`src/rtl/uart_pkg.sv`:
```
// ----------------------------------------------------------------------------
// uart_pkg
// Shared definitions for the UART receive path.
//   rx_state_t : receiver FSM state encoding
//   PAR_EVEN / PAR_ODD : meaning of the PAR_TYP input
//   majority3  : 2-of-3 vote used on the oversampled line
// ----------------------------------------------------------------------------
package uart_pkg;

    typedef enum logic [2:0] {
        ST_IDLE       = 3'd0,
        ST_START      = 3'd1,
        ST_DATA       = 3'd2,
        ST_PARITY     = 3'd3,
        ST_STOP       = 3'd4,
        ST_BREAK_WAIT = 3'd5
    } rx_state_t;

    localparam logic PAR_EVEN = 1'b0;
    localparam logic PAR_ODD  = 1'b1;

    function automatic logic majority3(input logic [2:0] v);
        return (v[0] & v[1]) | (v[0] & v[2]) | (v[1] & v[2]);
    endfunction

endpackage

```
`src/rtl/uart_rx_sampler.sv`:
```
// ----------------------------------------------------------------------------
// uart_rx_sampler
// Line conditioning for the UART receiver: 2-flop synchroniser, per-bit
// oversampling counter and a 3-point majority vote around the bit centre.
// Ports:
//   clk, rst  : oversampling clock, asynchronous active-high reset
//   rx_in     : raw serial line (idle high)
//   clr       : holds the oversampling counter at 0 (driven by the FSM)
//   rx_s      : synchronised line
//   sample    : majority of rx_s at counts OVS/2-1, OVS/2, OVS/2+1;
//               stable from count OVS/2+2 until the next bit centre
//   bit_end   : counter is at OVS-1 (last clock of the current bit)
// ----------------------------------------------------------------------------
module uart_rx_sampler
    import uart_pkg::*;
#(
    parameter int OVS = 8
) (
    input  logic clk,
    input  logic rst,
    input  logic rx_in,
    input  logic clr,
    output logic rx_s,
    output logic sample,
    output logic bit_end
);

    localparam int            CW     = $clog2(OVS);
    localparam logic [CW-1:0] LAST   = CW'(OVS - 1);
    localparam logic [CW-1:0] MID_LO = CW'(OVS / 2 - 1);
    localparam logic [CW-1:0] MID    = CW'(OVS / 2);
    localparam logic [CW-1:0] MID_HI = CW'(OVS / 2 + 1);

    logic          sync_p0;
    logic          sync_p1;
    logic [CW-1:0] edge_cnt;
    logic [2:0]    votes;

    // Synchroniser stages reset to the idle level so reset never looks like a start bit
    always_ff @(posedge clk or posedge rst) begin
        if (rst) begin
            sync_p0 <= 1'b1;
            sync_p1 <= 1'b1;
        end else begin
            sync_p0 <= rx_in;
            sync_p1 <= sync_p0;
        end
    end

    assign rx_s = sync_p1;

    always_ff @(posedge clk or posedge rst) begin
        if (rst) begin
            edge_cnt <= '0;
        end else if (clr || edge_cnt == LAST) begin
            edge_cnt <= '0;
        end else begin
            edge_cnt <= edge_cnt + CW'(1);
        end
    end

    // Vote capture at the three centre points of the bit
    always_ff @(posedge clk or posedge rst) begin
        if (rst) begin
            votes <= 3'b111;
        end else begin
            if (edge_cnt == MID_LO) votes[0] <= rx_s;
            if (edge_cnt == MID)    votes[1] <= rx_s;
            if (edge_cnt == MID_HI) votes[2] <= rx_s;
        end
    end

    assign sample  = majority3(votes);
    assign bit_end = (edge_cnt == LAST);

endmodule

```
`src/rtl/uart_rx_core.sv`:
```
// ----------------------------------------------------------------------------
// uart_rx_core
// UART receiver: recovers start / WIDTH data bits (LSB first) / optional
// parity / stop frames from an OVS-times oversampled serial line.
// Ports:
//   CLK_RX, RST_RX : oversampling clock, asynchronous active-high reset
//   RX_IN          : serial line, idle high
//   PAR_EN         : parity bit present (latched at start of each frame)
//   PAR_TYP        : 0 even, 1 odd (latched at start of each frame)
//   P_DATA_RX      : last good word, held until the next good frame
//   DATA_VALID_RX  : 1-cycle pulse, P_DATA_RX updated
//   PAR_ERR        : 1-cycle pulse, parity mismatch
//   STP_ERR        : 1-cycle pulse, stop bit sampled 0
//   BREAK_DET      : 1-cycle pulse, break frame seen (UART_RX_BREAK_DET_EN only)
// Build option UART_RX_BREAK_DET_EN: all-zero frame with zero stop bit is
// reported as BREAK_DET and the receiver waits for OVS clocks of idle line.
// ----------------------------------------------------------------------------
module uart_rx_core
    import uart_pkg::*;
#(
    parameter int WIDTH = 8,
    parameter int OVS   = 8
) (
    input  logic             CLK_RX,
    input  logic             RST_RX,
    input  logic             RX_IN,
    input  logic             PAR_EN,
    input  logic             PAR_TYP,
    output logic [WIDTH-1:0] P_DATA_RX,
    output logic             DATA_VALID_RX,
    output logic             PAR_ERR,
    output logic             STP_ERR
`ifdef UART_RX_BREAK_DET_EN
    ,
    output logic             BREAK_DET
`endif
);

    localparam int BCW = (WIDTH > 1) ? $clog2(WIDTH) : 1;

    logic             rx_s;
    logic             sample;
    logic             bit_end;
    logic             edge_clr;

    rx_state_t        state;
    rx_state_t        state_nxt;
    logic [BCW-1:0]   bit_cnt;
    logic [WIDTH-1:0] shift_reg;
    logic             par_en_l;
    logic             par_typ_l;
    logic             par_bad;

    logic             ld_cfg;
    logic             shift_en;
    logic             chk_par;
    logic             fin;

`ifdef UART_RX_BREAK_DET_EN
    logic             par_bit;
    logic             is_break;

    // Break: all data zero, parity bit (if any) zero and stop bit zero
    assign is_break = (shift_reg == '0) && !par_bit && !sample;
`endif

    uart_rx_sampler #(
        .OVS     (OVS)
    ) u_sampler (
        .clk     (CLK_RX),
        .rst     (RST_RX),
        .rx_in   (RX_IN),
        .clr     (edge_clr),
        .rx_s    (rx_s),
        .sample  (sample),
        .bit_end (bit_end)
    );

    always_ff @(posedge CLK_RX or posedge RST_RX) begin
        if (RST_RX) begin
            state <= ST_IDLE;
        end else begin
            state <= state_nxt;
        end
    end

    // The edge counter is held at 0 while the line is idle so that the cycle
    // in which the start bit is first seen is count 0 of the start bit; this
    // keeps back-to-back frames from drifting against the bit grid.
    always_comb begin
        state_nxt = state;
        edge_clr  = 1'b0;
        ld_cfg    = 1'b0;
        shift_en  = 1'b0;
        chk_par   = 1'b0;
        fin       = 1'b0;
        case (state)
            ST_IDLE: begin
                if (!rx_s) begin
                    state_nxt = ST_START;
                    ld_cfg    = 1'b1;
                end else begin
                    edge_clr  = 1'b1;
                end
            end
            ST_START: begin
                if (bit_end) state_nxt = sample ? ST_IDLE : ST_DATA;
            end
            ST_DATA: begin
                if (bit_end) begin
                    shift_en = 1'b1;
                    if (bit_cnt == BCW'(WIDTH - 1)) state_nxt = par_en_l ? ST_PARITY : ST_STOP;
                end
            end
            ST_PARITY: begin
                if (bit_end) begin
                    chk_par   = 1'b1;
                    state_nxt = ST_STOP;
                end
            end
            ST_STOP: begin
                if (bit_end) begin
                    fin       = 1'b1;
                    state_nxt = ST_IDLE;
`ifdef UART_RX_BREAK_DET_EN
                    if (is_break) state_nxt = ST_BREAK_WAIT;
`endif
                end
            end
            ST_BREAK_WAIT: begin
                // Any low clock restarts the OVS-clock idle qualification
                if (!rx_s) begin
                    edge_clr  = 1'b1;
                end else if (bit_end) begin
                    state_nxt = ST_IDLE;
                end
            end
            default: state_nxt = ST_IDLE;
        endcase
    end

    // Frame control and output pulse stage
    always_ff @(posedge CLK_RX or posedge RST_RX) begin
        if (RST_RX) begin
            bit_cnt       <= '0;
            par_en_l      <= 1'b0;
            par_typ_l     <= 1'b0;
            par_bad       <= 1'b0;
            P_DATA_RX     <= '0;
            DATA_VALID_RX <= 1'b0;
            PAR_ERR       <= 1'b0;
            STP_ERR       <= 1'b0;
`ifdef UART_RX_BREAK_DET_EN
            par_bit       <= 1'b0;
            BREAK_DET     <= 1'b0;
`endif
        end else begin
            DATA_VALID_RX <= 1'b0;
            PAR_ERR       <= 1'b0;
            STP_ERR       <= 1'b0;
`ifdef UART_RX_BREAK_DET_EN
            BREAK_DET     <= 1'b0;
`endif
            if (ld_cfg) begin
                bit_cnt   <= '0;
                par_en_l  <= PAR_EN;
                par_typ_l <= PAR_TYP;
                par_bad   <= 1'b0;
`ifdef UART_RX_BREAK_DET_EN
                par_bit   <= 1'b0;
`endif
            end
            if (shift_en) bit_cnt <= bit_cnt + BCW'(1);
            if (chk_par) begin
                par_bad <= sample ^ (^shift_reg) ^ (par_typ_l == PAR_ODD);
`ifdef UART_RX_BREAK_DET_EN
                par_bit <= sample;
`endif
            end
            if (fin) begin
`ifdef UART_RX_BREAK_DET_EN
                if (is_break) begin
                    BREAK_DET <= 1'b1;
                end else begin
                    STP_ERR <= !sample;
                    PAR_ERR <= par_bad;
                    if (sample && !par_bad) begin
                        DATA_VALID_RX <= 1'b1;
                        P_DATA_RX     <= shift_reg;
                    end
                end
`else
                STP_ERR <= !sample;
                PAR_ERR <= par_bad;
                if (sample && !par_bad) begin
                    DATA_VALID_RX <= 1'b1;
                    P_DATA_RX     <= shift_reg;
                end
`endif
            end
        end
    end

    // Data shift register: bits arrive LSB first, so shift in from the top
    always_ff @(posedge CLK_RX) begin
        if (shift_en) shift_reg <= {sample, shift_reg[WIDTH-1:1]};
    end

endmodule

```
`config.mk`:
```
export PLATFORM = sky130hd
export DESIGN_NAME = uart_rx_core
export DESIGN_NICKNAME = d
export VERILOG_FILES = /design/src/rtl/uart_pkg.sv /design/src/rtl/uart_rx_sampler.sv /design/src/rtl/uart_rx_core.sv
export SDC_FILE = /design/constraint.sdc
export NUM_CORES = 1
export LEC_CHECK = 0
export BUFFER_PORTS_ARGS = -buffer_cell sky130_fd_sc_hd__buf_2
export CORE_UTILIZATION = 60
export CTS_BUF_LIST = sky130_fd_sc_hd__clkbuf_4
export DETAILED_ROUTE_END_ITERATION = 7
export PLACE_DENSITY = 0.81
export REMOVE_ABC_BUFFERS = 1
export SLEW_MARGIN = 10
export SYNTH_ARGS = -nofsm -noshare
export SYNTH_HDL_FRONTEND = slang
export SYNTH_SLANG_ARGS = --single-unit
```
`constraint.sdc`:
```
create_clock -name CLK_RX -period 2.3 [get_ports CLK_RX]
set_clock_uncertainty 0.05 [all_clocks]
set_input_delay 0.115 -clock CLK_RX [delete_from_list [all_inputs] [get_ports CLK_RX]]
set_output_delay 0.115 -clock CLK_RX [all_outputs]
set_load 0.05 [all_outputs]
```
# Word level (Yosys, flattened, before mapping)
# Cells that the tools add are included.
dict set report word_totals {
  inputBits 5
  latchBits 0
  romBits 0
  output_inout_bits 11
  ram_bits 0
  regBits 36
  memories 0
}
dict set report classes {
  bitwise 7
  div_mod_pow 0
  shift 0
  magnitude_cmp 0
  n_addsub 2
  muxes 27
  n_eq_ne 16
  reduce_logical 10
  mul 0
}
# operator count
set ops {}
lappend ops {{$mux W3} 11}
lappend ops {{$eq A3 B3 Y1 const B} 6}
lappend ops {{$pmux W3 S6} 1}
lappend ops {{$mux W1} 13}
lappend ops {{$ne A2 B2 Y1 const B} 5}
lappend ops {{$eq A3 B2 Y1 const B} 3}
lappend ops {{$reduce_xor A8 Y1} 1}
lappend ops {{$add A3 B1 Y3 const B} 2}
lappend ops {{$reduce_and A6 Y1} 1}
lappend ops {{$reduce_bool A2 Y1} 2}
lappend ops {{$and A1 B1 Y1} 3}
lappend ops {{$eq A3 B1 Y1 const B} 1}
lappend ops {{$logic_not A3 Y1} 1}
lappend ops {{$logic_not A1 Y1} 2}
lappend ops {{$mux W2} 1}
lappend ops {{$ne A2 B1 Y1 const B} 1}
lappend ops {{$or A1 B1 Y1} 2}
lappend ops {{$pmux W1 S2} 1}
lappend ops {{$reduce_and A2 Y1} 1}
lappend ops {{$xor A1 B1 Y1} 2}
lappend ops {{$logic_and A1 B1 Y1} 1}
lappend ops {{$logic_or A1 B1 Y1} 1}

# Depth between registers and ports, before layout
dict set report logic_depth {
  ltp_word 6
  ltp_mapped 7
  ltp_nobuf 7
}

# Cells and area by module
# From an unflattened synthesis, not the netlist that was laid out.
dict set report hier_totals {
  hier_cells 123
  area_unflattened_um2 1612.8
}
# mod cells_each instances area_each_um2
set by_module_without_submodules {}
lappend by_module_without_submodules {uart_rx_core 97 1 1260.0}
lappend by_module_without_submodules {uart_rx_sampler 26 1 352.8}

# Least setup slack after synthesis
# No wires, ideal clock.
dict set report synth_timing {
  path_type {reg-to-reg}
  startpoint {register u_sampler.edge_cnt[0]}
  endpoint {register P_DATA_RX[0]}
  t_arrival_ns 1.680
  path_stages_with_launch 7
  required_time_ns 2.125
  setup_slack_ns 0.446
  setup_ns 0.125
  cell_sequence {dfrtp_1 ha_1 ha_1 nand2_1 or3_4 nand3b_4 mux2_2}
}
dict set report synth_between {
  elab_chain_len 4
}
# element line
set synth_lines {}
lappend synth_lines {{from (decl)} uart_rx_sampler.sv:36} ;# logic [CW-1:0] edge_cnt;
lappend synth_lines {{from (signal assigned)} uart_rx_sampler.sv:58} ;# edge_cnt <= edge_cnt + CW'(1);
lappend synth_lines {{$eq A3 B3 Y1} uart_rx_sampler.sv:74} ;# assign bit_end = (edge_cnt == LAST);
lappend synth_lines {{$mux W1} uart_rx_core.sv:122} ;# if (bit_end) begin
lappend synth_lines {{$mux W1} uart_rx_core.sv:97} ;# case (state)
lappend synth_lines {{$reduce_and A2 Y1 (no source line)} --}
lappend synth_lines {{to (signal assigned)} uart_rx_core.sv:197} ;# P_DATA_RX <= shift_reg;
lappend synth_lines {{to (decl)} uart_rx_core.sv:29} ;# output logic [WIDTH-1:0] P_DATA_RX,
# Every way passes these cells.
# A chain may end at the register's enable or synchronous reset.

# Final worst setup path
dict set report layout_timing {
  startpoint {register u_sampler.edge_cnt[0]}
  endpoint {register P_DATA_RX[1]}
}
# Same word-level chain as after synthesis.

==> summary.md <==
| Metric | Value |
|---|---|
| Die width | `roughly 54 µm` |
| CTS tree | `built` |
| Actual slew at the worst max-slew pin | `0.926 ns` |
| Avg Cell Area, Syn | `roughly 13 µm²` |
| Synth Warn # | `0` |
| Netlist cell types | `29` |
| Starting Density | `0.637` |
| CP Cell Sequence | `ha_1 -> ha_1 -> nand2_1 -> or3_4 -> nand3b_4 -> mux2_2` |
| Worst setup EP type | `flip-flop` |
| Yosys top cell area share | `0.362` |
| Synth top area cells | `dfrtp_1 36%, edfxtp_1 15%, mux2_2 9.9%` |
| Die area | `around 0.0029 mm²` |
| Kind of critical path | `flip-flop to flip-flop` |
| Fin Hold WS | `between 0.3 and 0.4 ns` |
| Filler cells | `179` |
| Area leader, netlist | `dfrtp_1` |
| 1st-pass router iterations | `4` |
| Maximum VDD drop | `slightly above 0.001 V` |
| Synthesized instance count | `approximately 120` |
| CP max stage cell | `dfrtp_1` |
| Post-synthesis sequential area ratio | `0.595` |
| Clk buf depth | `2` |
| CTS buffer count | `5` |
| Pwr/cell area | `about 1200 mW/mm²` |
| # setup viols final | `0` |
| Slew headroom | `0.382` |
| Vias in the first global route | `968` |
| CP dominant cell by count | `ha_1` |
| Antenna diode count | `0` |
| Vias/cell | `5.23` |
| Placer Congestion | `~0.87` |
| WL/cell | `~14 µm` |
| Final Power | `~2.1 mW` |
| Root Driver | `clkbuf_4` |
| MaxCap Viol Count | `0` |
| Reg clk slew, reported paths | `approximately 0.10 ns` |
| Worst EP required | `approximately 2.5 ns` |
| Leak | `0.881 nW` |
| Yosys reg bits | `36` |
| Minimum clock period after layout | `just over 2 ns` |
| H-tree depth | `2` |
| Most frequent cells in the layout | `23 x dfrtp_1, 15 x buf_2, 14 x mux2_2, 11 x nand2_1, 10 x inv_1` |
| Fraction of layout cells with a size suffix above 1 | `0.298` |
| Hold Vio Cnt, Final | `0` |
| NumNets Final | `162` |
| Port bufs | `15` |
| Synth Cell Area | `~0.0016 mm²` |
| Dpl hpwl | `about 1800 µm` |
| Number of DRC markers in iteration 0 | `10` |
| Crit-path max FO | `9` |
| GR Overflow Total | `0` |
| Area growth from synthesis to layout | `14.7%` |
| Footprint of the multi-input gates | `598 µm²` |
| Via count | `946` |
| Post-DRT Antenna Nets | `0` |
| Clk sink count | `36` |
| RSZ-0062 raised after global routing | `false` |
| Final wirelength | `between 2000 and 2500 µm` |
| Worst path max stage delay | `just over 0.4 ns` |
| Commonest non-fill, non-tap cell in the layout | `dfrtp_1` |
| Register Area | `about 950 µm²` |
| Tcrit/Tclk final | `0.883` |
| Postcts setup bufs | `0` |
| First-pass GRT wire length | `roughly 4100 µm` |
| Die Y | `roughly 54 µm` |
| Gr usage total | `0.214` |
| Critical Path AT | `between 2 and 2.5 ns` |
| Fin. max-slew vios | `0` |
| Largest net degree at the start of global routing | `26` |
| Ports | `16` |
| Status | `finished clean` |
| DRC Markers | `0` |
| Fmax | `slightly below 0.5 GHz` |
| Latest clock arrival within the worst-skew pair | `between 0.3 and 0.4 ns` |
| Hold Path Class | `flip-flop to flip-flop` |
| # rows | `18` |
| Startpoint Class | `flip-flop` |
| Initial antenna violation count | `0` |
| Setup TNS | `0 ns` |
| Core Area | `0.00250 mm²` |
## area by class of cell
cell class	instances	share of cell area
clock buffer	5	0.0206
clock inverter	3	0.0206
inverter	10	0.0206
multi-input combinational	76	0.328
sequential	36	0.519
tap	30	0.0206
timing repair buffer	21	0.0713
## through the flow
stage	cells	worst slack, ns	util	area [µm²]
5_1_grt	181	0.147	0.730	1830
4_1_cts	181	0.245	0.730	1830
2_1_floorplan	122	0.438	-	1580
3_3_place_gp	169	0.348	0.684	1710
6_report	181	0.270	0.730	1830
3_5_place_dp	169	0.255	0.684	1710
## per-layer routing
layer,global-route usage,part of all wire
met2,0.350,0.49
met1,0.242,0.44
met3,0.0632,0.039
met4,0.140,0.022
met5,0,0
## cells by family after synthesis
family / share of synthesized area
simple gates: 0.108
compound gates: 0.0480
xor+xnor: 0.0527
flops: 0.595
fa+ha+maj: 0.0613
mux: 0.105
buf+inv: 0.0291
## Yosys cell counts
cell type,instances
o22ai_1,2
dfstp_2,5
nor3_1,1
mux2_2,14
or3_4,1
nor2b_1,3
or3_1,1
edfxtp_1,8
nand2_1,11
clkbuf_1,1
dfrtp_1,23
o31ai_1,1
o21bai_1,1
inv_1,10
xor2_1,1
o31a_1,1
buf_2,1
mux2i_1,1
xnor2_1,6
a21oi_1,4
nand3b_4,1
nor2_1,9
nand3_1,3
xnor3_1,1
nor4_2,1
ha_1,7
o21ai_0,4
maj3_1,1
and3b_1,1
## worst max-delay path, delay by kind of cell (launching register included)
family,cells,cell delay [ns]
adders and majority gates,2,0.46
muxes,1,0.31
DFF,1,0.41
and+or+nand+nor,3,0.71
## what timing repair did
action,4_1_cts,5_1_grt
resized for setup,0,0
setup endpoints to repair,0,0
endpoints found under the hold margin,26,0
hold buffers,4,0
## power breakdown
part	total, mW	internal, mW	switching [mW]
Sequential	0.970	0.833	0.137
Clock	0.419	0.222	0.197
Combinational	0.721	0.299	0.422
Total	2.11	1.35	0.757
## worst paths after layout
kind	slack [ns]	cells after the start	endpoint	start
max	0.27	6	P_DATA_RX[1]	u_sampler.edge_cnt[0]
min	0.32	0	u_sampler.rx_s	u_sampler.sync_p0
max reg2reg	0.27	6	P_DATA_RX[1]	u_sampler.edge_cnt[0]
min reg2reg	0.32	0	u_sampler.rx_s	u_sampler.sync_p0
max in group asynchronous	1.05	4	u_sampler.votes[0]	RST_RX
min in group asynchronous	0.47	3	bit_cnt[2]	RST_RX
(Power assumes the default switching activity.)
